$ cat src/rtl/pdm_decimator.sv
// PDM microphone front end: generates the mic clock, samples the 1-bit stream on each
// falling mic-clock toggle and box-car decimates DECIMATION bits into an unsigned 16-bit word.
module pdm_decimator #(
    parameter int CLK_HALF    = 20,
    parameter int DECIMATION  = 64,
    parameter int SYNC_STAGES = 2
) (
    input  logic        clock_i,
    input  logic        reset_i,
    input  logic        enable_i,
    output logic        done_o,
    output logic [15:0] data_o,
    output logic        pdm_clk_o,
    input  logic        pdm_data_i,
    output logic        pdm_lrsel_o
);

    // state  | meaning
    // S_IDLE | enable_i low; mic clock parked low, counters held at zero
    // S_RUN  | mic clock running, bits being accumulated into the current word

    localparam int LOG2_DEC = $clog2(DECIMATION);
    localparam int CNT_W    = LOG2_DEC + 1;
    localparam int DIV_W    = (CLK_HALF > 1) ? $clog2(CLK_HALF) : 1;
    localparam int SHIFT    = 16 - LOG2_DEC;
    localparam logic [DIV_W-1:0] DIV_LAST = DIV_W'(CLK_HALF - 1);

    typedef enum logic {
        S_IDLE,
        S_RUN
    } state_t;

    state_t                  r_state;
    state_t                  w_state_nxt;
    logic                    w_active;

    logic [SYNC_STAGES-1:0]  r_sync;
    logic [DIV_W-1:0]        r_div;
    logic                    r_pdm_clk;
    logic [LOG2_DEC-1:0]     r_bit_cnt;
    logic [CNT_W-1:0]        r_ones_cnt;
    logic                    r_done;
    logic [15:0]             r_data;

    logic                    w_tick;
    logic                    w_fall;
    logic                    w_bit;
    logic                    w_last_bit;
    logic [CNT_W-1:0]        w_ones_total;
    logic [16:0]             w_scaled;
    logic [15:0]             w_pcm;

    always_ff @(posedge clock_i) begin
        if (reset_i) begin
            r_state <= S_IDLE;
        end else begin
            r_state <= w_state_nxt;
        end
    end

    // Counting only starts the cycle after entering RUN, so the first rise lands
    // exactly CLK_HALF cycles after enable_i is first sampled high.
    always_comb begin
        w_state_nxt = r_state;
        w_active    = 1'b0;
        case (r_state)
            S_IDLE: begin
                if (enable_i) begin
                    w_state_nxt = S_RUN;
                end
            end
            S_RUN: begin
                if (!enable_i) begin
                    w_state_nxt = S_IDLE;
                end else begin
                    w_active = 1'b1;
                end
            end
            default: w_state_nxt = S_IDLE;
        endcase
    end

    always_ff @(posedge clock_i) begin
        if (reset_i) begin
            r_sync <= '0;
        end else begin
            r_sync <= {r_sync[SYNC_STAGES-2:0], pdm_data_i};
        end
    end

    assign w_bit        = r_sync[SYNC_STAGES-1];
    assign w_tick       = w_active && (r_div == DIV_LAST);
    assign w_fall       = w_tick && r_pdm_clk;
    assign w_last_bit   = w_fall && (&r_bit_cnt);
    assign w_ones_total = r_ones_cnt + CNT_W'(w_bit);

    // A full word of ones scales to 65536, which is clipped to the top code.
    assign w_scaled = 17'(w_ones_total) << SHIFT;
    assign w_pcm    = w_scaled[16] ? 16'hFFFF : w_scaled[15:0];

    always_ff @(posedge clock_i) begin
        if (reset_i || !w_active) begin
            r_div      <= '0;
            r_pdm_clk  <= 1'b0;
            r_bit_cnt  <= '0;
            r_ones_cnt <= '0;
        end else begin
            if (w_tick) begin
                r_div     <= '0;
                r_pdm_clk <= ~r_pdm_clk;
            end else begin
                r_div <= r_div + DIV_W'(1);
            end
            if (w_last_bit) begin
                r_bit_cnt  <= '0;
                r_ones_cnt <= '0;
            end else if (w_fall) begin
                r_bit_cnt  <= r_bit_cnt + LOG2_DEC'(1);
                r_ones_cnt <= w_ones_total;
            end
        end
    end

    always_ff @(posedge clock_i) begin
        if (reset_i) begin
            r_done <= 1'b0;
            r_data <= 16'h0000;
        end else begin
            r_done <= w_last_bit;
            if (w_last_bit) begin
                r_data <= w_pcm;
            end
        end
    end

    assign done_o      = r_done;
    assign data_o      = r_data;
    assign pdm_clk_o   = r_pdm_clk;
    assign pdm_lrsel_o = 1'b0;

endmodule

$ cat config.mk
export PLATFORM = sky130hd
export DESIGN_NAME = pdm_decimator
export DESIGN_NICKNAME = d
export VERILOG_FILES = /design/src/rtl/pdm_decimator.sv
export SDC_FILE = /design/constraint.sdc
export NUM_CORES = 1
export LEC_CHECK = 0
export BUFFER_PORTS_ARGS = -buffer_cell sky130_fd_sc_hd__buf_2
export CAP_MARGIN = 0
export CORE_MARGIN = 2
export CORE_UTILIZATION = 49
export CTS_CLUSTER_SIZE = 25
export DETAILED_ROUTE_END_ITERATION = 6
export PLACE_DENSITY_LB_ADDON = 0.08
export SLEW_MARGIN = 0
export SYNTH_ARGS = -nofsm -noshare
export SYNTH_HDL_FRONTEND = slang
export SYNTH_SLANG_ARGS = --single-unit
export TNS_END_PERCENT = 100
$ cat constraint.sdc
create_clock -name clock_i -period 1.73 [get_ports clock_i]
set_input_delay 0.173 -clock clock_i [delete_from_list [all_inputs] [get_ports clock_i]]
set_output_delay 0.173 -clock clock_i [all_outputs]
set_load 0.05 [all_outputs]
After elaboration in Yosys (flattened, before gate mapping)

Cells that the tools add are included.

$add $sub $neg: 3
Equality and inequality tests: 1
Mux-type cells: 3
Bitwise logic cells: 1
Reduce and logical (&&, ||, !) cells: 8

Operators with widths:

| cell                                         | count |
|---|---|
| 2-to-1 mux 16 bit                            | 1 |
| adder 7 x 1 -> 7 bit                         | 1 |
| adder 6 x 1 -> 6 bit (second input constant) | 1 |
| AND reduction 6 bit                          | 1 |
| adder 5 x 1 -> 5 bit (second input constant) | 1 |
| equality test 5 bit (second input constant)  | 1 |
| OR reduction 2 bit                           | 2 |
| logical AND 1 bit                            | 3 |
| 2-to-1 mux 1 bit                             | 2 |
| logical NOT 1 bit                            | 1 |
| logical OR 1 bit                             | 1 |
| inverter 1 bit                               | 1 |

Register bits: 39
Input bits: 4
Logic and storage cells: 24

Logic depth before layout (Yosys ltp)

Word-level depth: 6
Depth in mapped cells: 7
Mapped depth without buffers: 6

Worst setup path after synthesis

OpenSTA, ideal clock, no wires.

Path type: reg-to-reg
Start: register r_pdm_clk, in the netlist pdm_clk_o
End: register r_bit_cnt[5]
Library setup time: 0.115 ns
Data arrival time: 1.809 ns
Required time: 1.615 ns
Slack: -0.194 ns
Stages on the path, launching flop included: 7
Cells stage by stage: dfxtp_1 > or3b_4 > nor4_4 > buf_6 > or2b_2 > buf_6 > nor2_1

Word-level cells in the longest chain between the ends: 3

RTL lines:

| element                             | line | source |
|---|---|---|
| start, declared                     | 39   | `logic r_pdm_clk;` |
| start signal, assigned              | 110  | `r_pdm_clk <= ~r_pdm_clk;` |
| logical AND 1 bit *                 | 93   | `assign w_fall = w_tick && r_pdm_clk;` |
| logical AND 1 bit                   | 94   | `assign w_last_bit = w_fall && (&r_bit_cnt);` |
| OR reduction 2 bit (no source line) | n/a  |  |
| end signal, assigned                | 118  | `r_bit_cnt <= r_bit_cnt + LOG2_DEC'(1);` |
| end, declared                       | 40   | `logic [LOG2_DEC-1:0] r_bit_cnt;` |

Mark *: on every way between the ends. The rest lies on a longest branch, timed or not.
A chain may end at the register's enable or synchronous reset.

Worst setup path in the final report

Start: register r_sync[1]
End: register r_data[10], in the netlist data_o[10]

Word-level cells in the longest chain between the ends: 2

RTL lines:

| element                | line | source |
|---|---|---|
| start, declared        | 37   | `logic [SYNC_STAGES-1:0] r_sync;` |
| start signal, assigned | 87   | `r_sync <= {r_sync[SYNC_STAGES-2:0], pdm_data_i};` |
| adder 7 x 1 -> 7 bit   | 95   | `assign w_ones_total = r_ones_cnt + CNT_W'(w_bit);` |
| 2-to-1 mux 16 bit      | 99   | `assign w_pcm = w_scaled[16] ? 16'hFFFF : w_scaled[15:0];` |
| end signal, assigned   | 131  | `r_data <= w_pcm;` |
| end, declared          | 43   | `logic [15:0] r_data;` |

Every way passes these cells.

==> metrics.md <==
| Metric | Value |
|---|---|
| Status | `complete, no violations` |
| DRC | `0` |
| Clock Pin Slew Worst Setup and Hold Paths | `80 ps` |
| Depth of the CTS H-tree | `2` |
| Max_cap viols | `0` |
| Req. time, crit path | `1980 ps` |
| Hold-fix buffers, CTS | `0` |
| Post-DP Area | `1510 µm²` |
| Via-to-Cell Ratio | `5.00` |
| IO Port Bufs | `21` |
| HPWL after DPL | `1.71 mm` |
| Via count | `1,020` |
| Aggregate negative setup slack | `0 ps` |
| Placed cells | `197` |
| Worst Setup End Kind | `flop` |
| Fin util | `57.7%` |
| Setup Skew | `10.7 ps` |
| Final min period | `1640 ps` |
| Largest net degree at the start of global routing | `15` |
| Worst-case clock buffer depth | `2` |
| Yosys reg bits | `30` |
| Antenna diodes | `0` |
| Final Hold Viols | `0` |
| Worst-path cell with the longest stage delay | `or3_1` |
| Share of layout cells above drive strength 1 | `31.2%` |
| PD cells | `714 nW/µm²` |
| Worst hold path class | `in2reg` |
| Total GRT Usage | `15.9%` |
| Setup Buffers After CTS | `0` |
| Post-CTS resize count | `0` |
| Routed WL per cell | `11.5 µm` |
| Chip width | `57.9 µm` |
| Final net count | `181` |
| Syn_area_per_cell | `9.38 µm²` |
| Initial Util | `51.7%` |
| Crit path DAT | `1890 ps` |
| Crit-path cells | `ha_1 > ha_2 > nand3_2 > or3_1 > and3_4 > a211oi_2` |
| Pre-antenna DRT Iters | `5` |
| Skew-Pair Late Insertion Delay | `330 ps` |
| Fmax | `611 MHz` |
| Routability cong. | `0.731` |
| Clock root buffer | `clkbuf_4` |
| Area delta synth->final | `11.7%` |
| Mapped Cells | `152` |
| First-pass GRT wire length | `4.00 mm` |
| Leakage power | `0.620 nW` |
| Peak supply drop | `622 µV` |
| Core area | `2760 µm²` |
| Antenna Nets Post-Route | `0` |
| Final worst slack | `92.7 ps` |
| CP Max Fanout | `6` |
| WP buf/inv | `0` |
| Startpoint Class | `flop` |
| Seq/Total Area, Yosys | `42.1%` |
| Yosys warnings | `0` |
| CTS tree | `done` |
| Tcrit/Tclk final | `94.6%` |
| Net count after synthesis | `160` |
| Filler cells | `257` |
| Crit path kind | `reg2reg` |
| CTS Buf Count | `5` |
| Drt total wl | `2.35 mm` |
| Io pins | `23` |
| Drt initial violations | `20` |
| # rows | `19` |
| CTS Sinks | `30` |
| Count of cell types in the netlist | `30` |
| Die Footprint | `3360 µm²` |
| Mapped Area | `1430 µm²` |
| DP Worst Slack | `21.5 ps` |
| # setup viols final | `0` |
| Final non-filler cell total | `204` |
| Crit-path leading delay family | `simple AND/OR/NAND/NOR gates` |
| Die height | `57.9 µm` |
| CP peak stage delay | `370 ps` |
| Grt total ovfl | `0` |
| Max Slew Vio Count | `0` |
| Vias in the first global route | `933` |
| Final instance area | `1590 µm²` |
| Initial antenna violation count | `0` |
-- placed cells by master (no fill, tap or decap), types with 2 or more instances in the layout --
| cell type | count |
|---|---|
| nor2_1 | 26 |
| clkbuf_4 | 5 |
| buf_2 | 21 |
| ha_1 | 3 |
| xor2_1 | 5 |
| a211oi_2 | 5 |
| o21ai_0 | 4 |
| or3_1 | 2 |
| buf_4 | 9 |
| xnor2_1 | 13 |
| nor3_1 | 7 |
| dfxtp_1 | 28 |
| nand3_1 | 5 |
| inv_1 | 5 |
| nor4_4 | 3 |
| a21oi_1 | 3 |
| nor2b_1 | 4 |
| nor4_2 | 2 |
| nand2_1 | 9 |
-- report_power, final --
| part | leakage [nW] | internal [mW] | total (mW) | switching, mW |
|---|---|---|---|---|
| Clock | 0.0314 | 0.192 | 0.419 | 0.227 |
| Combinational | 0.345 | 0.00699 | 0.0239 | 0.0169 |
| Sequential | 0.244 | 0.692 | 0.694 | 0.00182 |
| Total | 0.620 | 0.891 | 1.14 | 0.246 |
-- layer usage --
layer | GRT usage [%] | share of wire, % | vias up
met4 | 5.98 | 0.90 | 0
met1 | 19.1 | 46 | 460
li1 | - | - | 531
met2 | 25.3 | 47 | 26
met5 | 0 | 0 | -
met3 | 6.70 | 6.2 | 3
-- final timing paths --
kind	startpoint	to	slack, ps	depth (start not counted)
min	pdm_data_i	r_sync[0]	60	2
min reg2reg	r_sync[0]	r_sync[1]	450	1
max	r_sync[1]	data_o[10]	90	6
max reg2reg	r_sync[1]	data_o[10]	90	6
-- stage by stage --
step	power (mW)	hold slack, ps
2_1_floorplan	0.730	245
3_3_place_gp	0.734	389
5_1_grt	1.20	35.8
4_1_cts	1.15	54.7
3_5_place_dp	0.734	392
6_report	1.14	63.1
-- cell families after synthesis --
logic type / count (synthesis) / share of synthesized area (%)
simple gates: 66 / 25.9
flops: 30 / 42.1
buf+inv: 21 / 10.3
xor+xnor: 18 / 11.1
compound gates: 12 / 6.85
fa+ha+maj: 4 / 3.51
other cells: 1 / 0.263
-- worst reg2reg max path: cells and delay by family, from the launching register on --
family	cells	cell delay, ps
compound gates	1	200
fa+ha+maj	2	360
flops	1	340
simple gates	3	680
-- registers in the layout, summed over array words and instances (netlist names) --
register and flops:
r_ones_cnt 7, pdm_clk_o 1, r_state 1, r_sync 2, data_o 7, r_div 5, done_o 1, r_bit_cnt 6
-- synth_stat cells, drive strengths merged --
| library cell | instances | share of area (%) |
|---|---|---|
| dfxtp | 30 | 42 |
| nor2 | 26 | 6.8 |
| buf | 15 | 8.0 |
| xnor2 | 13 | 8.0 |
| nand2 | 9 | 2.4 |
| nor3 | 7 | 2.5 |
| nand3 | 6 | 2.5 |
| a211oi | 5 | 4.4 |
| inv | 5 | 1.3 |
| nor4 | 5 | 5.4 |
| xor2 | 5 | 3.1 |
| ha | 4 | 3.5 |
| nor2b | 4 | 1.8 |
| o21ai | 4 | 1.4 |
| a21oi | 3 | 1.1 |
| or3 | 2 | 0.88 |
| and3 | 1 | 0.44 |
| and4 | 1 | 0.61 |
| clkbuf | 1 | 0.97 |
| conb | 1 | 0.26 |
| nand2b | 1 | 0.44 |
| nand4 | 1 | 0.44 |
| or2 | 1 | 0.44 |
| or2b | 1 | 0.61 |
| or3b | 1 | 0.79 |
-- final cells by class --
| type | count | area, µm² | share of cell area (%) |
|---|---|---|---|
| Timing Repair Buffer | 30 | 173 | 10.8 |
| Tap cell | 31 | 38.8 | 2.44 |
| Multi-Input combinational cell | 101 | 701 | 44.0 |
| Sequential cell | 30 | 606 | 38.1 |
| Clock buffer | 7 | 55.1 | 3.46 |
| Inverter | 5 | 18.8 | 1.18 |
Power figures use the tool's default switching activity.
